`src/rtl/operand_mem_arbiter.sv`:
```
// rtl/operand_mem_arbiter.sv - two-requester round-robin sequencer for the 16-bit operand memory
// Optional build macro: OPARB_FIXED_PRIO_EN (requester 0 always wins ties, no pointer).
module operand_mem_arbiter (
    input  logic        PCLK,
    input  logic        PRESET,
    input  logic        req0,
    input  logic        req1,
    input  logic [1:0]  op0,
    input  logic [1:0]  op1,
    input  logic [15:0] wdata0,
    input  logic [15:0] wdata1,
    output logic        gnt0,
    output logic        gnt1,
    output logic        done0,
    output logic        done1,
    output logic [15:0] rdata_a,
    output logic [15:0] rdata_b,
    output logic        busy,
    output logic [31:0] mem_waddr,
    output logic [31:0] mem_raddr1,
    output logic [31:0] mem_raddr2,
    output logic [31:0] mem_wdata,
    input  logic [15:0] mem_rdata1,
    input  logic [15:0] mem_rdata2
);

    typedef enum logic [1:0] {ST_IDLE, ST_EXEC, ST_WAIT, ST_DONE} state_t;

    state_t      state_q, state_d;
    logic        owner_q, owner_d;
    logic [1:0]  op_q, op_d;
    logic [15:0] wdata_q, wdata_d;
    logic [15:0] rdata_a_q, rdata_a_d;
    logic [15:0] rdata_b_q, rdata_b_d;
    logic        winner;
    logic [1:0]  win_op;

`ifdef OPARB_FIXED_PRIO_EN
    assign winner = ~req0;
`else
    logic ptr_q, ptr_d;

    // ptr_q names the preferred requester when both are asking
    assign winner = (req0 & req1) ? ptr_q : req1;
`endif

    assign win_op = winner ? op1 : op0;

    always_comb begin
        state_d   = state_q;
        owner_d   = owner_q;
        op_d      = op_q;
        wdata_d   = wdata_q;
        rdata_a_d = rdata_a_q;
        rdata_b_d = rdata_b_q;
`ifndef OPARB_FIXED_PRIO_EN
        ptr_d     = ptr_q;
`endif
        case (state_q)
            ST_IDLE: begin
                if (req0 | req1) begin
                    owner_d = winner;
                    op_d    = win_op;
                    // only writes refresh the data latch so mem_wdata keeps its last written value
                    if (!win_op[1]) begin
                        wdata_d = winner ? wdata1 : wdata0;
                    end
`ifndef OPARB_FIXED_PRIO_EN
                    ptr_d   = ~winner;
`endif
                    state_d = ST_EXEC;
                end
            end
            ST_EXEC: state_d = op_q[1] ? ST_WAIT : ST_DONE;
            ST_WAIT: begin
                rdata_a_d = mem_rdata1;
                rdata_b_d = mem_rdata2;
                state_d   = ST_DONE;
            end
            default: state_d = ST_IDLE;
        endcase
    end

    always_ff @(posedge PCLK) begin
        if (PRESET) begin
            state_q   <= ST_IDLE;
            owner_q   <= 1'b0;
            op_q      <= 2'b00;
            wdata_q   <= 16'h0000;
            rdata_a_q <= 16'h0000;
            rdata_b_q <= 16'h0000;
`ifndef OPARB_FIXED_PRIO_EN
            ptr_q     <= 1'b0;
`endif
        end else begin
            state_q   <= state_d;
            owner_q   <= owner_d;
            op_q      <= op_d;
            wdata_q   <= wdata_d;
            rdata_a_q <= rdata_a_d;
            rdata_b_q <= rdata_b_d;
`ifndef OPARB_FIXED_PRIO_EN
            ptr_q     <= ptr_d;
`endif
        end
    end

    assign gnt0  = (state_q == ST_EXEC) && !owner_q;
    assign gnt1  = (state_q == ST_EXEC) &&  owner_q;
    assign done0 = (state_q == ST_DONE) && !owner_q;
    assign done1 = (state_q == ST_DONE) &&  owner_q;
    assign busy  = (state_q != ST_IDLE);

    // addresses are live only in EXEC; zero matches no decode in the memory
    assign mem_waddr  = (state_q == ST_EXEC && !op_q[1]) ?
                        (op_q[0] ? 32'h2111_0000 : 32'h1111_0000) : 32'h0000_0000;
    assign mem_raddr1 = (state_q == ST_EXEC &&  op_q[1]) ?
                        (op_q[0] ? 32'h2211_1111 : 32'h1211_1111) : 32'h0000_0000;
    assign mem_raddr2 = (state_q == ST_EXEC &&  op_q[1]) ?
                        (op_q[0] ? 32'h2312_2222 : 32'h1312_2222) : 32'h0000_0000;
    assign mem_wdata  = {16'h0000, wdata_q};
    assign rdata_a    = rdata_a_q;
    assign rdata_b    = rdata_b_q;

endmodule

```
`config.mk`:
```
export PLATFORM = sky130hd
export DESIGN_NAME = operand_mem_arbiter
export DESIGN_NICKNAME = d
export VERILOG_FILES = /design/src/rtl/operand_mem_arbiter.sv
export SDC_FILE = /design/constraint.sdc
export NUM_CORES = 1
export LEC_CHECK = 0
export CORE_MARGIN = 2
export CORE_UTILIZATION = 31
export CTS_CLUSTER_SIZE = 25
export DETAILED_ROUTE_END_ITERATION = 7
export PLACE_DENSITY = 0.8
export SLEW_MARGIN = 20
export SYNTH_ARGS = -nofsm -noshare
export SYNTH_HDL_FRONTEND = slang
export SYNTH_SLANG_ARGS = --single-unit
```
`constraint.sdc`:
```
create_clock -name PCLK -period 1.3 [get_ports PCLK]
set_input_delay 0.26 -clock PCLK [delete_from_list [all_inputs] [get_ports PCLK]]
set_output_delay 0.26 -clock PCLK [all_outputs]
set_load 0.01 [all_outputs]
```
==> qor.csv, run 1 <==
metric,value,unit
coreArea,9770,µm²
worst_r2r_endpoint,state_q[1]$_SDFFE_PP0P_,
diodes,0,
routed.top_layer,met4,
powerDensity,1790,nW/µm²
grt-ovfl-total,0,
drt_iter0_markers,74,
yosys_warnings,0,
dp_hpwl,5.96,mm
via_count,2581,
outcome,"complete, but fails checks",
ys_seq_area_frac,0.347,
syn_area_per_cell,9.23,µm²
antenna_found_initial,0,
crit_end,mem_raddr1[25],
rsz0062_at_grt,yes,
ios,237,
synth_top_area_share,0.347,
cts_buffers,5,
setup_viol_count_final,83,
fmax,641,MHz
syn_inst,338,
p_leak,2.39,nW
crit_required,1040,ps
ys.flop_type,dfxtp_1,
met3_length,671,µm
finalClockSkew,9.62,ps
synth_common_cells,"buf_4, dfxtp_1, mux2i_1, nor2_1, a21oi_1",
setup_slack,-261,ps
syn_area,3120,µm²
worstSetupEndpointType,primary output,
slew_viol_final,0,
min_period_over_period,1.20,
crit_slowest_cell,dfxtp_4,
drc_errors,0,
ant_nets,0,
post-route-min-period,1560,ps
cpPeakStageDelay,390,ps
r2r_setup_slack,-210,ps
holdPathStages,2,
cp_max_fo,15,
cts.path.max_buffers,2,
grt_max_degree,21,
worst_pin_slew,512,ps
holdWs,390,ps
async_reset_ff_frac,0,
cts_tree,built,
finalPower,9.18,mW
clock_sinks,54,
seqCellArea,1090,µm²
yosys_register_bits,54,
path_cells,"ha_4, and2_4, buf_12, buf_2",
clk_pin_slew_worst_paths,110,ps
min_path_type,primary input to flop,
cp.arrival,1300,ps
drt-wirelength-per-cell,13.6,µm
reg2regPathDepth,8,
final_hold_viol_count,0,
first_global_vias,2612,
dr.pass1.iters,4,
r2r_start,state_q[1]$_SDFFE_PP0P_,
startpoint,state_q[0]$_SDFFE_PP0P_,
track_usage,0.152,
numPortBuffers,148,
yosysMostFrequentCell,buf_4,
fp.dieW,104,µm
clockRootBuffer,clkbuf_8,
dieArea,10900,µm²
synth_cell_types,29,
violations,setup timing,
initial_core_util,0.319,
cap_violations,0,
grt_pass1_wl,13.6,mm
route.met2.wl,4.50,mm
ir_drop,1010,µV
clk_latency,310,ps
synth_edf_count,0,
multi_input_area,1790,µm²
fillCellCount,893,
vias_per_cell,4.08,
wl_met1,3.34,mm
relSlewSlack,0.659,
wl,8.59,mm
htreeDepth,2,
num_rows,36,
ys_top_cells_by_area,"dfxtp_1, buf_4, mux2i_1, nor2_1, a211oi_2",
post-route-util,0.524,
synth_top_cell_by_area,dfxtp_1,
start_kind,flop,
fp.dieH,104,µm
critical_path_class,flop to primary output,
layout-drive-gt1-share,0.286,
gp_congestion,0.716,
syn2layout_area_growth,64.3,%
final_nets,576,
[layout make-up]
| type | instances | area share |
|---|---|---|
| Inverter | 6 | 0.00439 |
| Tap cell | 133 | 0.0325 |
| Clock inverter | 2 | 0.00342 |
| Multi-Input combinational cell | 244 | 0.350 |
| Clock buffer | 6 | 0.0142 |
| Timing Repair Buffer | 188 | 0.383 |
| Sequential cell | 54 | 0.212 |
[what timing repair did]
action                     in CTS  in global routing
setup endpoints to repair     129                 83
setup buffers                  11                  5
cloned                          8                  0
hold buffers                    0                  0
pin swaps                      12                 11
gates resized for setup       233                 33
[power breakdown]
| group | internal [mW] | switching, mW | total (mW) |
|---|---|---|---|
| Combinational | 3.26 | 2.59 | 5.85 |
| Clock | 0.396 | 0.571 | 0.967 |
| Sequential | 2.07 | 0.301 | 2.37 |
[layout by cell type (no fill, tap or decap), types with 5 or more instances in the layout]
cell type        instances
clkbuf_8                 5
dfxtp_1                 51
dlygate4sd2_1           49
nor2_1                  37
buf_2                   13
buf_16                   6
clkdlybuf4s50_1         68
a21oi_4                  9
a21oi_2                  5
mux2i_1                 44
a211oi_2                17
and2_4                   6
buf_12                   9
conb_1                  88
buf_4                   13
mux2i_2                  5
buf_6                   24
[worst max-delay path: cells and delay by family, from the launching register on]
| family | cells | cell delay (ps) |
|---|---|---|
| flip-flops | 1 | 390 |
| buffers and inverters | 2 | 280 |
| adder cells (fa/ha/maj) | 1 | 160 |
| AND/OR/NAND/NOR | 1 | 160 |
[through the flow]
step | std cells | setup TNS [ps] | worst slack [ps] | instance area (µm²)
floorplan | 425 | -421 | -48.4 | 3520
global placement | 604 | -14780 | -398 | 4480
detailed placement | 604 | -16790 | -450 | 4480
CTS | 630 | -12090 | -295 | 4930
global route | 633 | -15610 | -316 | 5130
finish | 633 | -10690 | -261 | 5130
[kinds of logic (layout without fill, tap and decap cells)]
kind of cell	Yosys count	count (layout)	share of synthesized area
AO/OA/AOI/OAI	41	41	0.0983
adder cells (fa/ha/maj)	5	5	0.0201
buffers and inverters	129	202	0.290
flip-flops	54	54	0.347
multiplexers	49	49	0.157
other	1	88	0.00120
AND/OR/NAND/NOR	59	61	0.0862
[state kept, by name, indices dropped and copies added, names as in the netlist]
signal and cells:
rdata_b 16, op_q 2, rdata_a 16, owner_q 1, ptr_q 1, wdata_q 16, state_q 2
[worst min-delay path by stage]
stage	slack [ps]	startpoint	to
finish	390	req1	ptr_q$_SDFFE_PP0P_
global route	400	req1	ptr_q$_SDFFE_PP0P_
CTS	380	req1	ptr_q$_SDFFE_PP0P_
detailed placement	460	ptr_q$_SDFFE_PP0P_	ptr_q$_SDFFE_PP0P_
global placement	450	ptr_q$_SDFFE_PP0P_	ptr_q$_SDFFE_PP0P_
floorplan	370	req1	ptr_q$_SDFFE_PP0P_
[routing by layer]
layer / track usage / vias to the layer above
met2: 0.281 / 132
met1: 0.172 / 1192
met4: 0.0319 / 0
li1: - / 1249
met5: 0 / -
met3: 0.0457 / 8
(Power assumes the default switching activity.)
==> run 2: changes to the inputs <==
Settings changed: GPL_ROUTABILITY_DRIVEN set to 0.
==> results of run 2 <==
Same layout as run 1: the final DEF is identical, and so are final timing and power.
==> run 3: changes to the inputs <==
Settings changed: GPL_ROUTABILITY_DRIVEN 0 to unset.
==> results of run 3 <==
Same layout as run 1: the final DEF is identical, and so are final timing and power.
